$ cat src/rtl/pc_fetch_unit_if.sv
// pc_fetch_unit_if
//   Groups the fetch unit's instruction-memory port and its IF/ID latch outputs
//   into one bundle.
//   Signals:
//     imem_addr      fetch address (driven by the fetch unit)
//     imem_rdata     instruction returned for imem_addr in the same cycle
//     if_id_valid    IF/ID latch holds a live instruction
//     if_id_pc       PC of the latched instruction
//     if_id_pc_plus2 if_id_pc + 2
//     if_id_instr    latched instruction
//   Modports:
//     master  fetch unit side
//     slave   memory / decode side
interface pc_fetch_unit_if #(
  parameter int PC_W    = 16,
  parameter int INSTR_W = 16
);
  logic [PC_W-1:0]    imem_addr;
  logic [INSTR_W-1:0] imem_rdata;
  logic               if_id_valid;
  logic [PC_W-1:0]    if_id_pc;
  logic [PC_W-1:0]    if_id_pc_plus2;
  logic [INSTR_W-1:0] if_id_instr;

  modport master (
    output imem_addr,
    output if_id_valid,
    output if_id_pc,
    output if_id_pc_plus2,
    output if_id_instr,
    input  imem_rdata
  );

  modport slave (
    input  imem_addr,
    input  if_id_valid,
    input  if_id_pc,
    input  if_id_pc_plus2,
    input  if_id_instr,
    output imem_rdata
  );
endinterface

$ cat src/rtl/pc_fetch_unit.sv
// pc_fetch_unit
//   Fetch stage: holds the PC, drives the instruction-memory address and
//   registers {pc, instr, pc+2} into the IF/ID latch. The next PC is chosen
//   from return target, redirect target, hold (stall) or pc+2, in that order.
//   Redirects and returns squash the wrong-path fetch.
//   Optional feature macro: PC_RAS_EN -- adds a circular return-address stack
//   of RAS_DEPTH entries; without it returns always use ret_pc_in.
//   Ports:
//     clk, reset      clock and synchronous active-high reset
//     stall           hold PC and IF/ID latch
//     flush           clear IF/ID valid
//     redirect_valid  take redirect_pc (bit 0 ignored)
//     call            redirect is a call: push return address (RAS build)
//     ret             take a return; target from RAS top or ret_pc_in
//     ret_pc_in       fallback return address
//     fetchBus        imem address/data and IF/ID latch outputs
//     ras_underflow   one-cycle pulse when a ret popped an empty stack
module pc_fetch_unit #(
  parameter int              PC_W      = 16,
  parameter int              INSTR_W   = 16,
  parameter logic [PC_W-1:0] RESET_PC  = 16'h0000,
  parameter int              RAS_DEPTH = 4
) (
  input  logic            clk,
  input  logic            reset,
  input  logic            stall,
  input  logic            flush,
  input  logic            redirect_valid,
  input  logic [PC_W-1:0] redirect_pc,
  input  logic            call,
  input  logic            ret,
  input  logic [PC_W-1:0] ret_pc_in,
  pc_fetch_unit_if.master fetchBus,
  output logic            ras_underflow
);

  logic [PC_W-1:0]    pcReg;
  logic [PC_W-1:0]    pcNext;
  logic [PC_W-1:0]    pcPlus2;
  logic [PC_W-1:0]    retTarget;
  logic               ifIdValidReg;
  logic [PC_W-1:0]    ifIdPcReg;
  logic [PC_W-1:0]    ifIdPcPlus2Reg;
  logic [INSTR_W-1:0] ifIdInstrReg;
  logic               retTake;
  logic               redirTake;
  logic               unusedBits;

  // Control transfers come from the instruction in ID, so they only count
  // while that instruction is live. A ret beats a simultaneous redirect/call.
  assign retTake   = ret & ifIdValidReg;
  assign redirTake = redirect_valid & ifIdValidReg & ~ret;

  // Wraps modulo 2^PC_W by construction.
  assign pcPlus2 = pcReg + PC_W'(2);

  // Bit 0 of the PC is forced to zero on every target load.
  assign unusedBits = &{1'b0, redirect_pc[0], ret_pc_in[0]};

  always_comb begin
    pcNext = pcPlus2;
    if (retTake) begin
      pcNext = {retTarget[PC_W-1:1], 1'b0};
    end else if (redirTake) begin
      pcNext = {redirect_pc[PC_W-1:1], 1'b0};
    end else if (stall) begin
      pcNext = pcReg;
    end
  end

  always_ff @(posedge clk) begin
    if (reset) begin
      pcReg <= RESET_PC;
    end else begin
      pcReg <= pcNext;
    end
  end

  // IF/ID latch. Squash and flush only kill the valid bit; the data fields
  // keep their last contents so a stalled decode sees stable values.
  always_ff @(posedge clk) begin
    if (reset) begin
      ifIdValidReg   <= 1'b0;
      ifIdPcReg      <= '0;
      ifIdPcPlus2Reg <= '0;
      ifIdInstrReg   <= '0;
    end else if (retTake || redirTake || flush) begin
      ifIdValidReg <= 1'b0;
    end else if (!stall) begin
      ifIdValidReg   <= 1'b1;
      ifIdPcReg      <= pcReg;
      ifIdPcPlus2Reg <= pcPlus2;
      ifIdInstrReg   <= fetchBus.imem_rdata;
    end
  end

  assign fetchBus.imem_addr      = pcReg;
  assign fetchBus.if_id_valid    = ifIdValidReg;
  assign fetchBus.if_id_pc       = ifIdPcReg;
  assign fetchBus.if_id_pc_plus2 = ifIdPcPlus2Reg;
  assign fetchBus.if_id_instr    = ifIdInstrReg;

`ifdef PC_RAS_EN
  localparam int PTR_W = (RAS_DEPTH > 1) ? $clog2(RAS_DEPTH) : 1;
  localparam int CNT_W = $clog2(RAS_DEPTH + 1);
  localparam logic [CNT_W-1:0] RAS_FULL = CNT_W'(RAS_DEPTH);

  logic [PC_W-1:0]  rasMem [RAS_DEPTH];
  logic [PTR_W-1:0] wrPtrReg;
  logic [PTR_W-1:0] topPtr;
  logic [CNT_W-1:0] countReg;
  logic             underflowReg;
  logic             rasEmpty;
  logic             rasPush;
  logic             rasPop;

  // wrPtrReg is the next slot to write; the top of stack sits just below it.
  // Power-of-two depth lets the pointer wrap naturally, so a push onto a
  // full stack silently overwrites the oldest entry.
  assign topPtr    = wrPtrReg - PTR_W'(1);
  assign rasEmpty  = (countReg == '0);
  assign rasPush   = call & redirTake;
  assign rasPop    = retTake & ~rasEmpty;
  assign retTarget = rasEmpty ? ret_pc_in : rasMem[topPtr];

  always_ff @(posedge clk) begin
    if (!reset && rasPush) begin
      rasMem[wrPtrReg] <= ifIdPcPlus2Reg;
    end
  end

  always_ff @(posedge clk) begin
    if (reset) begin
      wrPtrReg     <= '0;
      countReg     <= '0;
      underflowReg <= 1'b0;
    end else begin
      underflowReg <= retTake & rasEmpty;
      if (rasPush) begin
        wrPtrReg <= wrPtrReg + PTR_W'(1);
        if (countReg != RAS_FULL) begin
          countReg <= countReg + CNT_W'(1);
        end
      end else if (rasPop) begin
        wrPtrReg <= topPtr;
        countReg <= countReg - CNT_W'(1);
      end
    end
  end

  assign ras_underflow = underflowReg;
`else
  logic unusedCall;

  // Without the stack a call is just a redirect.
  assign unusedCall    = call;
  assign retTarget     = ret_pc_in;
  assign ras_underflow = 1'b0;
`endif

endmodule

$ cat src/flat_wrapper.sv
// flat-port wrapper written by rule: the top's interface ports become plain ports
module pc_fetch_unit_flat 
#(
  parameter int              PC_W      = 16,
  parameter int              INSTR_W   = 16,
  parameter logic [PC_W-1:0] RESET_PC  = 16'h0000,
  parameter int              RAS_DEPTH = 4
)
  (clk, reset, stall, flush, redirect_valid, redirect_pc, call, ret, ret_pc_in, ras_underflow, fetchBus_imem_addr, fetchBus_if_id_valid, fetchBus_if_id_pc, fetchBus_if_id_pc_plus2, fetchBus_if_id_instr, fetchBus_imem_rdata);
  pc_fetch_unit_if #(.PC_W(PC_W), .INSTR_W(INSTR_W)) fetchBus_i ();
  input  logic clk;
  input  logic reset;
  input  logic stall;
  input  logic flush;
  input  logic redirect_valid;
  input  logic [PC_W-1:0] redirect_pc;
  input  logic call;
  input  logic ret;
  input  logic [PC_W-1:0] ret_pc_in;
  output logic ras_underflow;
  output wire logic [$bits(fetchBus_i.imem_addr)-1:0] fetchBus_imem_addr;
  output wire logic [$bits(fetchBus_i.if_id_valid)-1:0] fetchBus_if_id_valid;
  output wire logic [$bits(fetchBus_i.if_id_pc)-1:0] fetchBus_if_id_pc;
  output wire logic [$bits(fetchBus_i.if_id_pc_plus2)-1:0] fetchBus_if_id_pc_plus2;
  output wire logic [$bits(fetchBus_i.if_id_instr)-1:0] fetchBus_if_id_instr;
  input wire logic [$bits(fetchBus_i.imem_rdata)-1:0] fetchBus_imem_rdata;
  assign fetchBus_imem_addr = fetchBus_i.imem_addr;
  assign fetchBus_if_id_valid = fetchBus_i.if_id_valid;
  assign fetchBus_if_id_pc = fetchBus_i.if_id_pc;
  assign fetchBus_if_id_pc_plus2 = fetchBus_i.if_id_pc_plus2;
  assign fetchBus_if_id_instr = fetchBus_i.if_id_instr;
  assign fetchBus_i.imem_rdata = fetchBus_imem_rdata;
  pc_fetch_unit #(.PC_W(PC_W), .INSTR_W(INSTR_W), .RESET_PC(RESET_PC), .RAS_DEPTH(RAS_DEPTH)) u_core (.clk(clk), .reset(reset), .stall(stall), .flush(flush), .redirect_valid(redirect_valid), .redirect_pc(redirect_pc), .call(call), .ret(ret), .ret_pc_in(ret_pc_in), .fetchBus(fetchBus_i), .ras_underflow(ras_underflow));
endmodule
$ cat config.mk
export PLATFORM = sky130hd
export DESIGN_NAME = pc_fetch_unit_flat
export DESIGN_NICKNAME = d
export VERILOG_FILES = /design/src/rtl/pc_fetch_unit_if.sv /design/src/rtl/pc_fetch_unit.sv /design/src/flat_wrapper.sv
export SDC_FILE = /design/constraint.sdc
export NUM_CORES = 1
export LEC_CHECK = 0
export ABC_AREA = 1
export BUFFER_PORTS_ARGS = -buffer_cell sky130_fd_sc_hd__buf_4
export CORE_MARGIN = 5
export CORE_UTILIZATION = 48
export CTS_CLUSTER_SIZE = 16
export DETAILED_ROUTE_END_ITERATION = 8
export PLACE_DENSITY_LB_ADDON = 0.15
export SLEW_MARGIN = 20
export SYNTH_ARGS = -nofsm -noshare
export SYNTH_HDL_FRONTEND = slang
export SYNTH_SLANG_ARGS = --single-unit
$ cat constraint.sdc
create_clock -name clk -period 1.77 [get_ports clk]
set_input_delay 0.354 -clock clk [delete_from_list [all_inputs] [get_ports clk]]
set_output_delay 0.354 -clock clk [all_outputs]
set_load 0.005 [all_outputs]
# After elaboration in Yosys (flattened, before gate mapping)
# Index checks and enable logic that the tools add are counted.
dict set report totals {
  wordCells 22
  mem_bits_ro 0
  input_bits 55
  latch_bits 0
  n_memories 0
  mem_bits_rw 0
  register_bits 65
  output_inout_bits 66
}
dict set report classes {
  n_bitwise 6
  n_mux 3
  eq_ne 1
  n_reduce_logical 5
  shifts 0
  div_mod_pow 0
  multipliers 0
  add_sub_neg 1
  magnitude_cmp 0
}
# cell n
set op_table {}
lappend op_table {{two-way mux 16 bit} 3}
lappend op_table {{adder 16 x 2 -> 16 bit, second input constant} 1}
lappend op_table {{AND 1 bit} 3}
lappend op_table {{!= test 3 x 1 -> 1 bit, second input constant} 1}
lappend op_table {{NOT 1 bit} 3}
lappend op_table {{OR reduction 3 bit} 1}
lappend op_table {{logical OR 1 bit} 2}
lappend op_table {{AND reduction 2 bit} 1}
lappend op_table {{OR reduction 2 bit} 1}

# Longest topological paths before layout
# Gate-level depths: netlist of run 1.
dict set report depth {
  ltp_word 6
  depth_mapped 9
  ltp_nobuf 9
}

# Least setup slack after synthesis of run 1
# No wires, ideal clock.
dict set report synth_path {
  kind {flip-flop to flip-flop}
  from {register u_core.pcReg[1] (netlist: u_core.fetchBus.imem_addr[1])}
  to {register u_core.pcReg[7] (netlist: u_core.fetchBus.imem_addr[7])}
  setup_time_ps 117
  synth_period_minus_slack_ps 1428
  n_path_buf 0
  setup_slack_ps 342
  required_time_ps 1653
  stages_incl_launch_ff 8
  arrival_ps 1311
  cell_sequence {dfxtp_1 -> ha_1 -> nand3_1 -> nor2_1 -> xor2_1 -> nand2_1 -> a21oi_1 -> nor2_1}
}
dict set report synth_via {
  elab_chain_len 4
}
# item line_no
set synth_rtl {}
lappend synth_rtl {{start: declaration} pc_fetch_unit.sv:37} ;# logic [PC_W-1:0] pcReg;
lappend synth_rtl {{start signal: assignment} pc_fetch_unit.sv:75} ;# pcReg <= pcNext;
lappend synth_rtl {{adder 16 x 2 -> 16 bit} pc_fetch_unit.sv:55} ;# assign pcPlus2 = pcReg + PC_W'(2);
lappend synth_rtl {{two-way mux 16 bit} pc_fetch_unit.sv:66} ;# end else if (stall) begin
lappend synth_rtl {{two-way mux 16 bit} pc_fetch_unit.sv:64} ;# end else if (redirTake) begin
lappend synth_rtl {{two-way mux 16 bit} pc_fetch_unit.sv:62} ;# if (retTake) begin
# No other way between the ends. The select of a mux whose other input is x is not followed.
# A chain may end at the register's enable or synchronous reset.

# Worst setup path in the final report of run 1
# Same ends and word-level chain as after synthesis.

==> qor.yml, run 1 <==
synth_edf_count: 0
async_flop_share: 0
pre_cts_ws_ns: 0.164
status: "complete, no violations"
reg2reg_to: "u_core.fetchBus.imem_addr[7]$_SDFFE_PP0P_"
cts_tree: "done"
cts_num_sinks: 62
critPathKind: "reg2reg"
slowest_delay_ns: 0.34
num-fill-cells: 544
period_needed_ns: 1.56
io_buffers: 113
postCtsHoldBufs: 0
p_int_uw: 2620
fin_skew_ns: 0.00878
wire_per_inst_um: 13.4
drv_slew: 0
pwr-share-clk: 0.378
r2r_cells: 7
grt_pass1_wl_mm: 13.0
cp_common_cell: "nor2_1"
cts_buffers: 9
finalSetupViolCount: 0
post_cts_buffers: 0
rsz0062_at_grt: "no"
pwr-share-seq: 0.443
areaGrowthSynthToFinish_pct: 39.3
htreeDepth: 3
final_common_cell: "buf_4"
grt_util_all_layers: 0.215
ys_ff_latch: 62
fin_ws_ns: 0.214
gp_congestion: 0.859
remaining_drc_errors: 0
drive_above_1_share: 0.285
pwr-share-comb: 0.179
hold_path.startpoint: "reset"
power.density_mw_per_mm2: 889
r2r_start: "u_core.fetchBus.imem_addr[1]$_SDFFE_PP0P_"
grt_pass1_vias: 2833
clk_pin_slew_ns: 0.07
worstHoldPathType: "in2reg"
synth_seq_area_share: 0.431
gr-total-overflow: 0
finalSetupTns_ns: 0
drt_first_pass_iters: 4
arrival_ns: 1.78
leakage_uw: 0.00196
switching_power_uw: 941
crit_chain: "ha_1, nand3_1, nor2_1, xor2_1, nand2_1, a21oi_1, nor2_1"
synthesis.instances: 410
antennaDiodeCount: 0
finalHoldViolCount: 0
whs_endpoint: "u_core.fetchBus.imem_addr[1]$_SDFFE_PP0P_"
dp_cells: 586
cp_max_fo: 3
cts-resized-gates: 0
clkLatencyLatePin_ns: 0.33
antenna_found_initial: 0
final_cells: 602
cp_top_family: "simple AND/OR/NAND/NOR gates"
grt_max_degree: 67
yosysWarnings: 0
final.period_utilization: 0.879
slowest_stage: "dfxtp_1"
die_w_um: 87.4
synth_ff_type: "dfxtp_1"
cp-start-kind: "flop"
max_freq_mhz: 643
postRouteWirelength_mm: 8.08
maxCapViolCount: 0
final_nets: 578
pin_count: 121
cts_buffer_depth: 2
avgSynthCellArea_um2: 7.02
dp_hpwl_mm: 5.97
crit_required_ns: 1.99
final_cell_mix: "122 x buf_4, 75 x nand2_1, 73 x nor2_1, 62 x dfxtp_1"
chipHeight_um: 87.4
dr.first_iter.drc_count: 208
p_sw_frac: 0.264
design.core.area_mm2: 0.00589
design.die.area_mm2: 0.00764
path_buf_inv: 0
finalPower_uw: 3560
final_util: 0.681
rows: 28
viasPerCell: 5.05
whs_path_depth: 2
vias: 3040
start_util: 0.489
cts_root_buf: "clkbuf_8"
peakVddDrop_mv: 0.663
r2r_setup_slack_ns: 0.21
synth_cell_type_count: 28
netlist_area_mm2: 0.00288
endpoint_kind: "flop"
ant_nets: 0
## final cells by class
| class | instances | area (um^2) | area share |
|---|---|---|---|
| Multi-Input combinational cell | 289 | 1350 | 0.337 |
| Sequential cell | 62 | 1240 | 0.310 |
| Timing Repair Buffer | 125 | 976 | 0.243 |
| Inverter | 35 | 131 | 0.0328 |
| Clock buffer | 10 | 128 | 0.0318 |
| Tap cell | 75 | 93.8 | 0.0234 |
| Clock inverter | 6 | 86.3 | 0.0215 |
## synth_stat cells, drive strengths merged (2+ instances only)
cell type,number,area share
nand2,78,0.11
nor2,75,0.10
nand4,6,0.013
o211ai,9,0.023
nand3,18,0.031
xor2,6,0.018
a21oi,26,0.045
dfxtp,62,0.43
o21ai,56,0.097
clkbuf,6,0.0078
buf,21,0.049
a31oi,4,0.0087
o21bai,2,0.0052
inv,35,0.046
## power groups by stage
stage / registers [uW] / logic [uW] / clock network [uW]
2_1_floorplan: 1610 / 299 / 0
3_3_place_gp: 1600 / 636 / 0
3_5_place_dp: 1610 / 645 / 0
4_1_cts: 1580 / 648 / 1380
5_1_grt: 1590 / 714 / 1450
6_report: 1580 / 640 / 1350
## per-stage QoR
| step | hold slack [ns] | cell area (um^2) |
|---|---|---|
| 2_1_floorplan | 0.423 | 2890 |
| 4_1_cts | 0.198 | 4010 |
| 6_report | 0.208 | 4010 |
| 3_3_place_gp | 0.453 | 3790 |
| 3_5_place_dp | 0.471 | 3790 |
| 5_1_grt | 0.194 | 4010 |
## layer usage
layer | vias up | track usage | share of wire | routed length [um]
li1 | 1550 | - | - | -
met1 | 1390 | 0.258 | 0.40 | 3270
met2 | 84 | 0.360 | 0.50 | 4070
met3 | 16 | 0.0520 | 0.068 | 546
met4 | 0 | 0.0976 | 0.024 | 190
met5 | - | 0 | 0 | 0
## sequential cells by signal, summed over array words and instances, names as in the netlist
name,cells
u_core.fetchBus.if_id_pc,15
u_core.fetchBus.if_id_pc_plus2,15
u_core.fetchBus.imem_addr,15
u_core.fetchBus.if_id_valid,1
u_core.fetchBus.if_id_instr,16
## cell families after synthesis
| kind of cell | Yosys count | synth area share |
|---|---|---|
| simple gates | 179 | 0.257 |
| flops | 62 | 0.431 |
| other cells | 1 | 0.00130 |
| xor+xnor | 7 | 0.0213 |
| fa+ha+maj | 1 | 0.00435 |
| buf+inv | 62 | 0.103 |
| compound gates | 98 | 0.183 |
## how the worst max path moves through the flow
stage / from / to / slack (ns) / depth (start not counted)
detailed placement: redirect_valid / u_core.fetchBus.if_id_pc_plus2[15]$_SDFFE_PP0P_ / 0.16 / 10
finish: u_core.fetchBus.imem_addr[1]$_SDFFE_PP0P_ / u_core.fetchBus.imem_addr[7]$_SDFFE_PP0P_ / 0.21 / 7
global route: u_core.fetchBus.imem_addr[1]$_SDFFE_PP0P_ / u_core.fetchBus.imem_addr[7]$_SDFFE_PP0P_ / 0.04 / 7
floorplan: u_core.fetchBus.imem_addr[1]$_SDFFE_PP0P_ / u_core.fetchBus.imem_addr[7]$_SDFFE_PP0P_ / 0.34 / 7
CTS: u_core.fetchBus.imem_addr[1]$_SDFFE_PP0P_ / u_core.fetchBus.imem_addr[7]$_SDFFE_PP0P_ / 0.21 / 7
global placement: redirect_valid / u_core.fetchBus.if_id_pc_plus2[15]$_SDFFE_PP0P_ / 0.18 / 10
Note: power is estimated with default switching activity, not from simulation.
==> inputs of run 2 (changes only) <==
--- a/config.mk
+++ b/config.mk
@@ -7,7 +7,6 @@
 export LEC_CHECK = 0
 export ABC_AREA = 1
 export BUFFER_PORTS_ARGS = -buffer_cell sky130_fd_sc_hd__buf_4
-export CORE_MARGIN = 5
 export CORE_UTILIZATION = 48
 export CTS_CLUSTER_SIZE = 16
 export DETAILED_ROUTE_END_ITERATION = 8
==> run 2 against run 1 <==
Sequential power barely moved. Cell count fell by 0.66%. Clock power rose by 6%. Critical path depth did not move. Die area fell by 17%. Wire length fell by 1.9%. Via count rose by 0.76%. Maximum frequency fell by 5.1%. Clock skew fell by 0.0016 ns. Critical path type unchanged.
==> qor.yml, run 2 (synthesis gave the netlist of run 1 again) <==
status: "complete, no violations"
critPathKind: "reg2reg"
cts_root_buf: "clkbuf_8"
clk_pin_slew_ns: 0.07
path_buf_inv: 0
arrival_ns: 1.86
gr-total-overflow: 0
start_util: 0.510
pin_count: 121
dr.first_iter.drc_count: 204
grt_max_degree: 60
design.die.area_mm2: 0.00631
slowest_stage: "dfxtp_1"
crit_chain: "ha_1, nand3_1, nor2_1, xor2_1, nand2_1, a21oi_1, nor2_1"
worstHoldPathType: "in2reg"
final_nets: 577
antenna_found_initial: 0
clkLatencyLatePin_ns: 0.34
postCtsHoldBufs: 0
final_common_cell: "buf_4"
design.core.area_mm2: 0.00564
crit_required_ns: 1.99
cts-resized-gates: 0
die_w_um: 79.4
vias: 3063
fin_skew_ns: 0.00718
dp_hpwl_mm: 5.70
rows: 27
drive_above_1_share: 0.287
peakVddDrop_mv: 0.621
viasPerCell: 5.12
r2r_setup_slack_ns: 0.13
drt_first_pass_iters: 5
finalSetupTns_ns: 0
remaining_drc_errors: 0
grt_pass1_wl_mm: 13.0
endpoint_kind: "flop"
slowest_delay_ns: 0.35
chipHeight_um: 79.4
finalSetupViolCount: 0
finalHoldViolCount: 0
pre_cts_ws_ns: 0.0682
num-fill-cells: 494
wire_per_inst_um: 13.2
max_freq_mhz: 610
io_buffers: 113
htreeDepth: 3
period_needed_ns: 1.64
cp_max_fo: 3
final_cell_mix: "121 x buf_4, 75 x nand2_1, 72 x nor2_1, 62 x dfxtp_1"
post_cts_buffers: 0
postRouteWirelength_mm: 7.92
leakage_uw: 0.00197
power.density_mw_per_mm2: 908
cts_buffer_depth: 2
drv_slew: 0
fin_ws_ns: 0.130
antennaDiodeCount: 0
cts_buffers: 9
holdWs_ns: 0.201
grt_pass1_vias: 2938
maxCapViolCount: 0
rsz0062_at_grt: "no"
areaGrowthSynthToFinish_pct: 39.7
final.period_utilization: 0.927
grt_util_all_layers: 0.266
cts_num_sinks: 62
largest_reg_flops: 16
cts_tree: "done"
ant_nets: 0
gp_congestion: 0.818
cp_common_cell: "nor2_1"
cp_top_family: "simple AND/OR/NAND/NOR gates"
cp-start-kind: "flop"
## run 2: layer usage
layer	share of wire	wire length [um]	track usage	vias up
li1	-	-	-	1545
met4	0.023	184	0.129	0
met1	0.41	3250	0.312	1387
met3	0.067	527	0.0571	16
met5	0	0	0	-
met2	0.50	3960	0.456	115
## run 2: final timing paths
check                                                 start                                             end  depth (start not counted)
min reg2reg  u_core.fetchBus.if_id_pc_plus2[1]$_SDFFE_PP0P_  u_core.fetchBus.if_id_pc_plus2[1]$_SDFFE_PP0P_                          2
max reg2reg       u_core.fetchBus.imem_addr[1]$_SDFFE_PP0P_       u_core.fetchBus.imem_addr[7]$_SDFFE_PP0P_                          7
max               u_core.fetchBus.imem_addr[1]$_SDFFE_PP0P_       u_core.fetchBus.imem_addr[7]$_SDFFE_PP0P_                          7
min                                                   reset       u_core.fetchBus.imem_addr[1]$_SDFFE_PP0P_                          2
## run 2: power by group
group          leakage (uW)  switching, uW  internal [uW]
clock              0.000116            558            870
combinational       0.00134            305            331
sequential         0.000511           82.9           1500
total               0.00197            946           2700
## run 2: area by class of cell
class / count / area, um^2 / area share
Clock buffer: 11 / 151 / 0.0377
Clock inverter: 5 / 81.3 / 0.0202
Inverter: 35 / 131 / 0.0327
Multi-Input combinational cell: 289 / 1360 / 0.337
Sequential cell: 62 / 1240 / 0.309
Tap cell: 72 / 90.1 / 0.0224
Timing Repair Buffer: 124 / 968 / 0.241
## run 2: metrics by stage
stage	instances	instance area, um^2	total power, uW	utilization
after floorplan	413	2890	1910	-
after global placement	582	3780	2230	0.671
after detailed placement	582	3780	2250	0.671
after CTS	598	4020	3660	0.712
after global routing	598	4020	3820	0.712
final	598	4020	3650	0.712
==> inputs of run 3 (changes only) <==
--- a/config.mk
+++ b/config.mk
@@ -5,7 +5,6 @@
 export SDC_FILE = /design/constraint.sdc
 export NUM_CORES = 1
 export LEC_CHECK = 0
-export ABC_AREA = 1
 export BUFFER_PORTS_ARGS = -buffer_cell sky130_fd_sc_hd__buf_4
 export CORE_UTILIZATION = 48
 export CTS_CLUSTER_SIZE = 16
==> run 3 against run 2 <==
Register-to-register slack better by 0.04 ns. Clock power is 12% lower. Via count shrank 4.9%. Combinational power decreased by 9.3%. First-iteration DRC count decreased by 21%. Cell count down 9.7%. Count of clock-buffer cells in the layout up 2. Core utilization rose by 0.59 points. Highest routed layer unchanged. Critical endpoint is now u_core.fetchBus.imem_addr[15]$_SDFFE_PP0P_. Die area shrank 1.2%. Largest cell class unchanged. Clock skew decreased by 0.0017 ns.
==> qor.yml, run 3 <==
largest_reg_flops: 16
remaining_drc_errors: 0
yosysMostFrequentCell: "nand2_1"
design.core.area_mm2: 0.00561
reg2reg_to: "u_core.fetchBus.imem_addr[15]$_SDFFE_PP0P_"
leakage_uw: 0.00166
r2r_cells: 5
drv_slew: 0
drt_first_pass_iters: 4
synth_cell_type_count: 47
fin_skew_ns: 0.00547
yosysWarnings: 0
endpoint_kind: "flop"
grt_pass1_wl_mm: 12.8
whs_endpoint: "u_core.fetchBus.if_id_valid$_SDFFE_PP0N_"
grt_max_degree: 40
rsz0062_at_grt: "no"
wl_met1_mm: 3.47
design.die.area_mm2: 0.00623
postLayoutCellArea_mm2: 0.00403
cp_max_fo: 6
cts_num_sinks: 62
start_util: 0.507
period_needed_ns: 1.60
htreeDepth: 3
cts_buffer_depth: 2
synthesis.instances: 346
post_cts_buffers: 0
chipHeight_um: 78.9
ant_nets: 0
pin_count: 121
viasPerCell: 5.39
yosys.area.top_type: "dfxtp_1"
final_common_cell: "buf_4"
vias: 2912
die_w_um: 78.9
avgSynthCellArea_um2: 8.21
final_cell_mix: "130 x buf_4, 76 x nand2_1, 62 x dfxtp_1, 43 x a21oi_1, 25 x nor2_1"
worstMarginPinSlew_ns: 0.560
io_buffers: 113
synth_seq_area_share: 0.437
postRouteWirelength_mm: 7.90
max_freq_mhz: 625
r2r_setup_slack_ns: 0.17
netlist_area_mm2: 0.00284
cts_buffers: 9
areaGrowthSynthToFinish_pct: 41.7
synth.area.top_cells: "dfxtp_1 44%, nand2_1 10%, a21oi_1 7.6%"
wire_per_inst_um: 14.6
final.period_utilization: 0.904
async_flop_share: 0
drive_above_1_share: 0.346
arrival_ns: 1.79
yosys.area.top_type_share: 0.437
final_nets: 519
worstHoldPathType: "in2reg"
antennaDiodeCount: 0
cts_root_buf: "clkbuf_8"
dr.first_iter.drc_count: 161
wl_met2_mm: 3.67
top_layer_used: "met4"
rows: 27
ys_ff_latch: 62
postCtsHoldBufs: 0
hold_path.startpoint: "flush"
wl_met3_um: 692
slew_headroom: 0.627
critPathKind: "reg2reg"
maxCapViolCount: 0
peakVddDrop_mv: 0.481
pre_cts_ws_ns: 0.113
whs_path_depth: 2
clkLatencyLatePin_ns: 0.33
status: "complete, no violations"
fin_ws_ns: 0.170
synth_ff_type: "dfxtp_1"
r2r_start: "u_core.fetchBus.imem_addr[1]$_SDFFE_PP0P_"
cts_tree: "done"
grt_pass1_vias: 2703
placed_cell_area_mm2: 0.00383
cts-resized-gates: 0
crit_required_ns: 1.96
finalHoldViolCount: 0
power.density_mw_per_mm2: 836
grt_util_all_layers: 0.265
cp-start-kind: "flop"
finalSetupTns_ns: 0
clk_pin_slew_ns: 0.07
finalSetupViolCount: 0
synth_edf_count: 0
gr-total-overflow: 0
dp_hpwl_mm: 5.68
gp_congestion: 0.868
yosys-top-cells-count: "76 x nand2_1, 62 x dfxtp_1, 43 x a21oi_1"
antenna_found_initial: 0
run 3: cell type report:
type                            count  area [um^2]
Tap cell                           72         90.1
Sequential cell                    62         1240
Clock buffer                       13          159
Clock inverter                      3         42.5
Inverter                            6         22.5
Multi-Input combinational cell    251         1440
Fill cell                         461         1580
Timing Repair Buffer              133         1040
run 3: layer usage:
metal | track usage | vias up
li1 | - | 1444
met1 | 0.360 | 1324
met2 | 0.414 | 133
met3 | 0.0667 | 11
met4 | 0.0764 | 0
met5 | 0 | -
run 3: how the worst max path moves through the flow:
| stage | end | startpoint | depth (start not counted) | slack [ns] |
|---|---|---|---|---|
| after floorplan | u_core.fetchBus.imem_addr[7]$_SDFFE_PP0P_ | u_core.fetchBus.imem_addr[1]$_SDFFE_PP0P_ | 5 | 0.17 |
| after global placement | u_core.fetchBus.imem_addr[7]$_SDFFE_PP0P_ | ret | 5 | 0.14 |
| after detailed placement | u_core.fetchBus.if_id_instr[8]$_SDFFE_PP0P_ | redirect_valid | 6 | 0.11 |
| after CTS | u_core.fetchBus.imem_addr[15]$_SDFFE_PP0P_ | u_core.fetchBus.imem_addr[1]$_SDFFE_PP0P_ | 5 | 0.18 |
| after global routing | u_core.fetchBus.imem_addr[6]$_SDFFE_PP0P_ | u_core.fetchBus.imem_addr[2]$_SDFFE_PP0P_ | 5 | 0.04 |
| final | u_core.fetchBus.imem_addr[15]$_SDFFE_PP0P_ | u_core.fetchBus.imem_addr[1]$_SDFFE_PP0P_ | 5 | 0.17 |
run 3: through the flow:
step / hold WS, ns / instances / util / total power [uW]
floorplan: 0.446 / 349 / - / 1820
global placement: 0.442 / 524 / 0.682 / 2110
detailed placement: 0.447 / 524 / 0.682 / 2130
CTS: 0.235 / 540 / 0.718 / 3380
global route: 0.238 / 540 / 0.718 / 3520
finish: 0.242 / 540 / 0.718 / 3370
run 3: cell families (layout without fill, tap and decap cells):
logic type                 count (synthesis)  after routing  synth area share
and+or+nand+nor                          136            136             0.231
adders and majority gates                  1              1           0.00440
other                                      1              4           0.00132
DFF                                       62             62             0.437
AOI/OAI and AO/OA                         99             99             0.229
buffers and inverters                     36            155            0.0638
xor gates and xnor gates                  11             11            0.0339
run 3: critical path, cell delays in order (launching register included):
cell and delay [ns]:
dfxtp_1 0.33, ha_1 0.23, nand3_2 0.19, nor4_2 0.34
xnor2_1 0.21, o221ai_1 0.16
run 3: report_power, final:
group / switching (uW) / internal (uW)
registers: 56.8 / 1470
logic: 276 / 300
clock network: 537 / 726
